[src/rtl/spect_cfg_pkg.sv]
// spect_cfg_pkg: shared widths, requester indices and arbiter FSM state encoding
package spect_cfg_pkg;
  localparam int ADDR_W = 8;
  localparam int DATA_W = 8;
  localparam int REQ_UART = 0;
  localparam int REQ_SEQ = 1;
  typedef enum logic [1:0] {IDLE, ISSUE, RDWAIT, RESP} state_e;
endpackage

[src/rtl/rr_arbiter.sv]
// rr_arbiter: combinational round-robin picker, search starts just after the last grant
module rr_arbiter #(
  parameter int N = 2
) (
  input  logic [N-1:0] req_i,
  input  logic [N-1:0] last_i,
  output logic [N-1:0] gnt_o
);
  int   lidx;
  logic found;
  always_comb begin
    gnt_o = '0;
    lidx = 0;
    found = 1'b0;
    for (int i = 0; i < N; i++) lidx = last_i[i] ? i : lidx;
    for (int k = 1; k <= N; k++)
      for (int i = 0; i < N; i++)
        if (!found && req_i[i] && i == (lidx + k) % N) begin
          gnt_o[i] = 1'b1;
          found = 1'b1;
        end
  end
endmodule

[src/rtl/regfile_arbiter.sv]
// regfile_arbiter: serialises requester commands onto the single regfile port
module regfile_arbiter
  import spect_cfg_pkg::*;
#(
  parameter int NUMREGS = 9,
  parameter int NUMREQ = 2
) (
  input  logic                           clk,
  input  logic                           reset,
  input  logic [NUMREQ-1:0]              req,
  input  logic [NUMREQ-1:0]              req_wr,
  input  logic [NUMREQ-1:0][ADDR_W-1:0]  req_addr,
  input  logic [NUMREQ-1:0][DATA_W-1:0]  req_wdata,
  output logic [NUMREQ-1:0]              gnt,
  output logic [NUMREQ-1:0]              done,
  output logic                           rsp_err,
  output logic [DATA_W-1:0]              rsp_rdata,
  output logic                           write,
  output logic [ADDR_W-1:0]              write_addr,
  output logic [DATA_W-1:0]              write_data,
  output logic                           read,
  output logic [ADDR_W-1:0]              read_addr,
  input  logic [DATA_W-1:0]              read_data,
  output logic [7:0]                     err_count
);
  localparam logic [ADDR_W:0] NREG = (ADDR_W + 1)'(NUMREGS);
  localparam logic [NUMREQ-1:0] LAST_RST = {1'b1, {(NUMREQ - 1) {1'b0}}};
  state_e state_q, state_d;
  logic [NUMREQ-1:0] owner_q, owner_d, last_q, last_d, pick;
  logic wr_q, wr_d, err_q, err_d;
  logic [ADDR_W-1:0] addr_q, addr_d;
  logic [DATA_W-1:0] wdata_q, wdata_d, rdata_q, rdata_d;
  logic [7:0] cnt_q, cnt_d;
  logic sel_wr, in_range;
  logic [ADDR_W-1:0] sel_addr;
  logic [DATA_W-1:0] sel_wdata;
  rr_arbiter #(.N(NUMREQ)) u_rr (
    .req_i (req),
    .last_i(last_q),
    .gnt_o (pick)
  );
  always_comb begin
    sel_wr = 1'b0;
    sel_addr = '0;
    sel_wdata = '0;
    for (int i = 0; i < NUMREQ; i++)
      if (pick[i]) begin
        sel_wr = req_wr[i];
        sel_addr = req_addr[i];
        sel_wdata = req_wdata[i];
      end
  end
  assign in_range = {1'b0, addr_q} < NREG;
  always_comb begin
    state_d = state_q;
    owner_d = owner_q;
    last_d = last_q;
    wr_d = wr_q;
    addr_d = addr_q;
    wdata_d = wdata_q;
    err_d = err_q;
    rdata_d = rdata_q;
    cnt_d = cnt_q;
    case (state_q)
      IDLE:
        if (|req) begin
          state_d = ISSUE;
          owner_d = pick;
          last_d = pick;
          wr_d = sel_wr;
          addr_d = sel_addr;
          wdata_d = sel_wdata;
          err_d = 1'b0;
          rdata_d = '0;
        end
      ISSUE: begin
        state_d = !in_range || wr_q ? RESP : RDWAIT;
        err_d = !in_range;
        cnt_d = !in_range && cnt_q != 8'hFF ? cnt_q + 8'd1 : cnt_q;
      end
      RDWAIT: begin
        rdata_d = read_data;
        state_d = RESP;
      end
      RESP: state_d = IDLE;
      default: state_d = IDLE;
    endcase
  end
  always_ff @(posedge clk) begin
    if (reset) begin
      state_q <= IDLE;
      owner_q <= '0;
      last_q <= LAST_RST;
      wr_q <= 1'b0;
      addr_q <= '0;
      wdata_q <= '0;
      err_q <= 1'b0;
      rdata_q <= '0;
      cnt_q <= '0;
    end else begin
      state_q <= state_d;
      owner_q <= owner_d;
      last_q <= last_d;
      wr_q <= wr_d;
      addr_q <= addr_d;
      wdata_q <= wdata_d;
      err_q <= err_d;
      rdata_q <= rdata_d;
      cnt_q <= cnt_d;
    end
  end
  // Strobes and pulses decode straight from state so they can never outlive their cycle
  assign gnt = state_q == ISSUE ? owner_q : '0;
  assign done = state_q == RESP ? owner_q : '0;
  assign write = state_q == ISSUE && in_range && wr_q;
  assign read = state_q == ISSUE && in_range && !wr_q;
  assign write_addr = addr_q;
  assign read_addr = addr_q;
  assign write_data = wdata_q;
  assign rsp_err = err_q;
  assign rsp_rdata = rdata_q;
  assign err_count = cnt_q;
endmodule

[config.mk]
export PLATFORM = sky130hd
export DESIGN_NAME = regfile_arbiter
export DESIGN_NICKNAME = d
export VERILOG_FILES = /design/src/rtl/spect_cfg_pkg.sv /design/src/rtl/rr_arbiter.sv /design/src/rtl/regfile_arbiter.sv
export SDC_FILE = /design/constraint.sdc
export NUM_CORES = 1
export LEC_CHECK = 0
export ABC_AREA = 1
export ABC_CLOCK_PERIOD_IN_PS = 1500
export BUFFER_PORTS_ARGS = -buffer_cell sky130_fd_sc_hd__buf_4
export CORE_ASPECT_RATIO = 2
export CORE_MARGIN = 4
export CORE_UTILIZATION = 35
export CTS_BUF_LIST = sky130_fd_sc_hd__clkbuf_16
export DETAILED_ROUTE_END_ITERATION = 8
export GPL_TIMING_DRIVEN = 1
export PLACE_DENSITY_LB_ADDON = 0.2
export SLEW_MARGIN = 20
export SYNTH_ARGS = -nofsm -noshare
export SYNTH_HDL_FRONTEND = slang
export SYNTH_HIERARCHICAL = 1
export SYNTH_SLANG_ARGS = --single-unit
[constraint.sdc]
create_clock -name clk -period 1.5 [get_ports clk]
set_clock_uncertainty 0.15 [all_clocks]
set_input_delay 0.075 -clock clk [delete_from_list [all_inputs] [get_ports clk]]
set_output_delay 0.075 -clock clk [all_outputs]
set_load 0.02 [all_outputs]
# Word level (Yosys, flattened, before mapping)
# Cells that the tools add are included.
dict set report word_totals {
  reg_bits 40
  output_inout_bits 47
}
dict set report op_classes {
  addsub 3
  n_reduce_logical 27
  eq_ne 7
  n_lt_le_gt_ge 1
  muxes 22
  n_bitwise 2
}
# cell n
set op_table {}
lappend op_table {{32-bit logical NOT} 2}
lappend op_table {{8-bit two-way mux} 5}
lappend op_table {{32-bit by 2-bit adder with 32-bit output (second input constant)} 1}
lappend op_table {{32-bit by 3-bit adder with 32-bit output (second input constant)} 1}
lappend op_table {{8-bit one-hot mux with 2 select lines} 1}
lappend op_table {{1-bit logical AND} 11}
lappend op_table {{1-bit two-way mux} 11}
lappend op_table {{8-bit by 1-bit adder with 8-bit output (second input constant)} 1}
lappend op_table {{8-bit by 4-bit less-than comparator with 1-bit output (second input constant)} 1}
lappend op_table {{8-bit inequality test (second input constant)} 1}
lappend op_table {{2-bit one-hot mux with 4 select lines} 1}
lappend op_table {{2-bit AND reduction} 4}
lappend op_table {{2-bit two-way mux} 3}
lappend op_table {{1-bit logical NOT} 5}
lappend op_table {{2-bit equality test (first input constant)} 2}
lappend op_table {{2-bit equality test (second input constant)} 2}
lappend op_table {{2-bit nonzero test} 2}
lappend op_table {{1-bit bitwise AND} 2}
lappend op_table {{2-bit by 1-bit equality test with 1-bit output (second input constant)} 1}
lappend op_table {{2-bit logical NOT} 1}
lappend op_table {{2-bit inequality test (second input constant)} 1}
lappend op_table {{1-bit one-hot mux with 2 select lines} 1}
lappend op_table {{2-bit OR reduction} 1}
lappend op_table {{1-bit logical OR} 1}

# Depth between registers and ports, before layout
dict set report logic_depth {
  ltp_word 19
  mapped_depth 8
  mapped_depth_nobuf 8
}

# By module
# The synthesis kept the hierarchy.
# mod seq_area_each_um2 cells_per_inst area_each_um2 n_inst
set by_module_without_submodules {}
lappend by_module_without_submodules {regfile_arbiter 780.7 270 1981.9 1}
lappend by_module_without_submodules {rr_arbiter 0.0 4 27.5 1}

# Worst setup path after synthesis
# Ideal clock, no wire load.
dict set report synth_timing {
  path_kind {reg2reg}
  start {register state_q[1]}
  end {register state_q[0]}
  setup_time_ns 0.132
  path_stages_with_launch 8
  t_arrival_ns 1.290
  period_less_slack_ns 1.572
  path_slack_ns -0.072
  cell_sequence {dfxtp_1 inv_1 ha_1 inv_1 nor3_4 clkinv_1 o21ai_0 a21oi_1}
}
dict set report synth_via {
  elab_chain_cells 2
}
# item line_no
set synth_rtl {}
lappend synth_rtl {{from (decl)} regfile_arbiter.sv:28} ;# state_e state_q, state_d;
lappend synth_rtl {{from (signal assigned)} regfile_arbiter.sv:101} ;# state_q <= state_d;
lappend synth_rtl {{2-bit equality test, or another cell as far along} regfile_arbiter.sv:64} ;# case (state_q)
lappend synth_rtl {{2-bit one-hot mux with 4 select lines or 2-bit inequality test (tied branches)} -}
# Parallel ways exist; a longest one is shown, timed or not.
# A chain may end at the register's enable or synchronous reset.

# Final worst setup path
dict set report layout_timing {
  start {register state_q[1]}
  end {output port write}
}
dict set report layout_via {
  elab_chain_cells 3
}
# item line_no
set layout_rtl {}
lappend layout_rtl {{2-bit by 1-bit equality test with 1-bit output} regfile_arbiter.sv:115} ;# assign write = state_q == ISSUE && in_range && wr_q;
lappend layout_rtl {{1-bit logical AND (2 in a row)} regfile_arbiter.sv:115}
lappend layout_rtl {{to (decl)} regfile_arbiter.sv:18} ;# output logic write,
# No other way between the ends.

==> results.md <==
* Top-Level Pins at 93
* Worst Setup Slack, final at -0.0392 ns
* Share of post-route cells with drive strength above 1 at 42.2%
* Post-layout power at 5.33 mW
* Chip height at between 100 and 150 um
* Antenna fix cells at 0
* Area share of and/or/nand/nor cells after synthesis at 30.0%
* Post-route fraction of the period consumed by the critical path at 103%
* Clock transition time at the flip-flop clock pins of the worst setup and hold paths at about 0.05 ns
* Arr. time, crit path at 1.31 ns
* Area inside the core boundary at 5520 um2
* Final hold violation count at 0
* Result of the run: finished with violations
* Sequential cell area at 791 um2
* Pre-antenna DRT Iters at 4
* Unrepaired setup endpoints after global routing: yes
* Post-synthesis to final-layout area growth at 84.7%
* Number of fill cells in the layout at 465
* Crit start category: register
* Effective utilization at floorplan at between 30% and 40%
* Distinct cell type count after synthesis at 30
* Slew at the pin closest to its max-slew limit at 0.430 ns
* Netlist area before placement at 2010 um2
* Core Rows at 38
* GRT Util Overall at 18.6%
* Cell count after synthesis at 274
* Average instance area after synthesis at 7.33 um2
* Via count of the first global-routing pass at 2293
* Cell taking the most area after synthesis: dfxtp_1
* Post-synthesis sequential element count at 39
* Area of the multi-input gates at 1140 um2
* Clock buffers created by TritonCTS at 5
* Leakage power total at around 1.7 nW
* Adder-Cell Fraction of Synth Area at under 10%
* Synthesized-area fraction occupied by xor and xnor cells at 1.31%
* Highest net fanout along the worst path at 4
* Number of nets in the layout at 486
* Global route total overflow at 0
* Clock insertion delay at the later pin of the skew report at ~0.28 ns
* Maximum achievable frequency at ~650 MHz
* CP Data Required Time at 1.27 ns
* Remaining design rule violation count at 0
* Ys Warns at 6
* Number of violations of the max-capacitance limit at 0
* Worst-case headroom to the max-slew limit at 71.4%
* Combinational family with the most area after synthesis: simple AND/OR/NAND/NOR gates
* CP endpoint kind: output port
* Endpoints failing setup at 4
* Multiplexer share of the synthesized area at 0%
* Pins over their slew limit at 0
* Routed len/inst at 14.4 um
* First-pass GRT wire length at 10000 um
* Post-synth net total at between 300 and 400
* Average via count per standard cell at 4.88
* H-tree level count at 2
* Power density relative to cell area at 1440 nW/um2
* Worst-case clock buffer depth at 2
* Share of the synthesized area in compound gates (AO/OA/AOI/OAI) at approximately 14%
* Overall die area at between 7000 and 8000 um2
* Worst IR drop on VDD at ~0.0010 V
* Worst min-delay path category: primary input to register
* Seq/Total Area, Yosys at approximately two fifths
* Clock sink count at 39
* Initial detailed-routing violation count at 86
* Proportion of netlist area held by the largest area contributor at 38.9%
* Root buffer cell: clkbuf_16
* Port-buffer cells at about 90
* Final HPWL DP at 4470 um
* Final period demand of the worst path at 1.54 ns
* Violations in the final reports: negative setup slack
* Remaining number of nets flagged by the antenna check after routing at 0
* Total wire length after detailed routing at just over 7000 um
* Largest cells by area after synthesis: dfxtp_1 (39%), nand2_1 (17%), nand3_1 (6.2%), a21oi_1 (5.7%), a31oi_1 (5.3%)
* Total via count after detailed routing at about 2400
* Critical setup path kind: register to output port
* Maximum number of pins on one net before global-route repair at 38
* Clock tree from TritonCTS: yes
* Number of antenna violations at the first check in global routing at 0
* Placer congestion estimate at between 0.8 and 0.9
* Final-layout setup total negative slack at -0.0536 ns
* X dimension of the die at 61.6 um
[through the flow]
step	util, %	instances	worst slack (ns)	hold WS, ns	area (um2)
floorplan	-	274	-0.0121	0.0822	2010
global placement	51.2	431	0.0220	0.183	2830
detailed placement	51.2	431	-0.0134	0.191	2830
CTS	62.7	483	-0.0244	0.0701	3460
global route	67.3	494	-0.0985	0.108	3710
finish	67.3	494	-0.0392	0.0752	3710
[layout by cell type (no fill, tap or decap), drive strengths merged]
master	netlist	final
a21oi	24	24
nand3	26	26
clkinv	1	3
o211ai	1	1
inv	24	24
o21ai	5	5
buf	15	127
nand2	91	91
ha	6	6
nand4	1	1
a31oi	17	17
nor2	13	15
dlygate4sd3	0	42
clkbuf	4	6
nor3	3	3
xor2	3	3
a21boi	1	1
dfxtp	39	39
[repair_timing]
item	in CTS	in global routing
hold endpoints to repair	25	0
hold buffers	42	0
setup buffers	3	7
setup endpoints to repair	9	39
pin swaps	3	20
resized for setup	18	41
gates cloned	0	4
[layout make-up]
class                           count  share of cell area [%]
Clock buffer                        5                    3.37
Clock inverter                      2                   0.236
Inverter                           25                    2.63
Multi-Input combinational cell    193                    30.8
Sequential cell                    39                    21.3
Tap cell                           60                    2.02
Timing Repair Buffer              170                    39.6
[cell families (layout without fill, tap and decap cells)]
kind of cell,after synthesis,in the layout
AO/OA/AOI/OAI,48,48
XOR/XNOR,3,3
adder cells (fa/ha/maj),6,6
buffers and inverters,44,202
flip-flops,39,39
AND/OR/NAND/NOR,134,136
[path summary, 6_finish.rpt]
check / start / end / slack [ns] / cells past startpoint
worst max-delay path: state_q[1] / write / -0.04 / 7
worst min register to register: owner_q[0] / owner_q[0] / 0.32 / 2
worst max register to register: state_q[0] / read_addr[1] / 0.02 / 7
worst min-delay path: reset / owner_q[1] / 0.08 / 2
[critical path, cell delays in order (launching register included)]
cell     delay (ns)
dfxtp_2        0.33
inv_4          0.07
buf_6          0.10
ha_4           0.15
buf_6          0.10
nand2_2        0.06
nor2_4         0.10
buf_6          0.12
[registers in the layout, indices dropped and copies added, names as in the netlist]
name        cells
read_addr       8
last_q          1
state_q         2
owner_q         2
err_count       8
rsp_rdata       8
write_data      8
rsp_err         1
wr_q            1
[synth_stat cells]
master / instances
nand3_1: 25
xor2_1: 3
a31oi_1: 17
inv_2: 1
buf_4: 9
inv_1: 23
clkinv_1: 1
nor2_8: 1
o21ai_0: 4
nand2_2: 1
a21boi_2: 1
nand3_4: 1
nor2_1: 10
a21oi_2: 1
ha_1: 6
nand2_1: 89
nor3_4: 1
nor2_4: 1
nor2_2: 1
buf_6: 4
a21oi_1: 23
nand4_1: 1
o21ai_4: 1
buf_8: 1
dfxtp_1: 39
nor3_1: 2
nand2_4: 1
buf_1: 1
clkbuf_1: 4
o211ai_1: 1
[report_power, final]
group | leakage [nW] | internal [mW] | switching [mW]
registers | 0.320 | 1.25 | 0.152
clock network | 0.0671 | 0.597 | 0.391
logic | 1.26 | 1.41 | 1.53
[layer usage]
metal	wire length, um	global-route usage (%)	vias up
li1	-	-	1208
met1	2290	16.7	1114
met2	4260	37.0	74
met3	354	3.60	14
met4	191	7.22	0
met5	0	0	-
(Power assumes the default switching activity.)
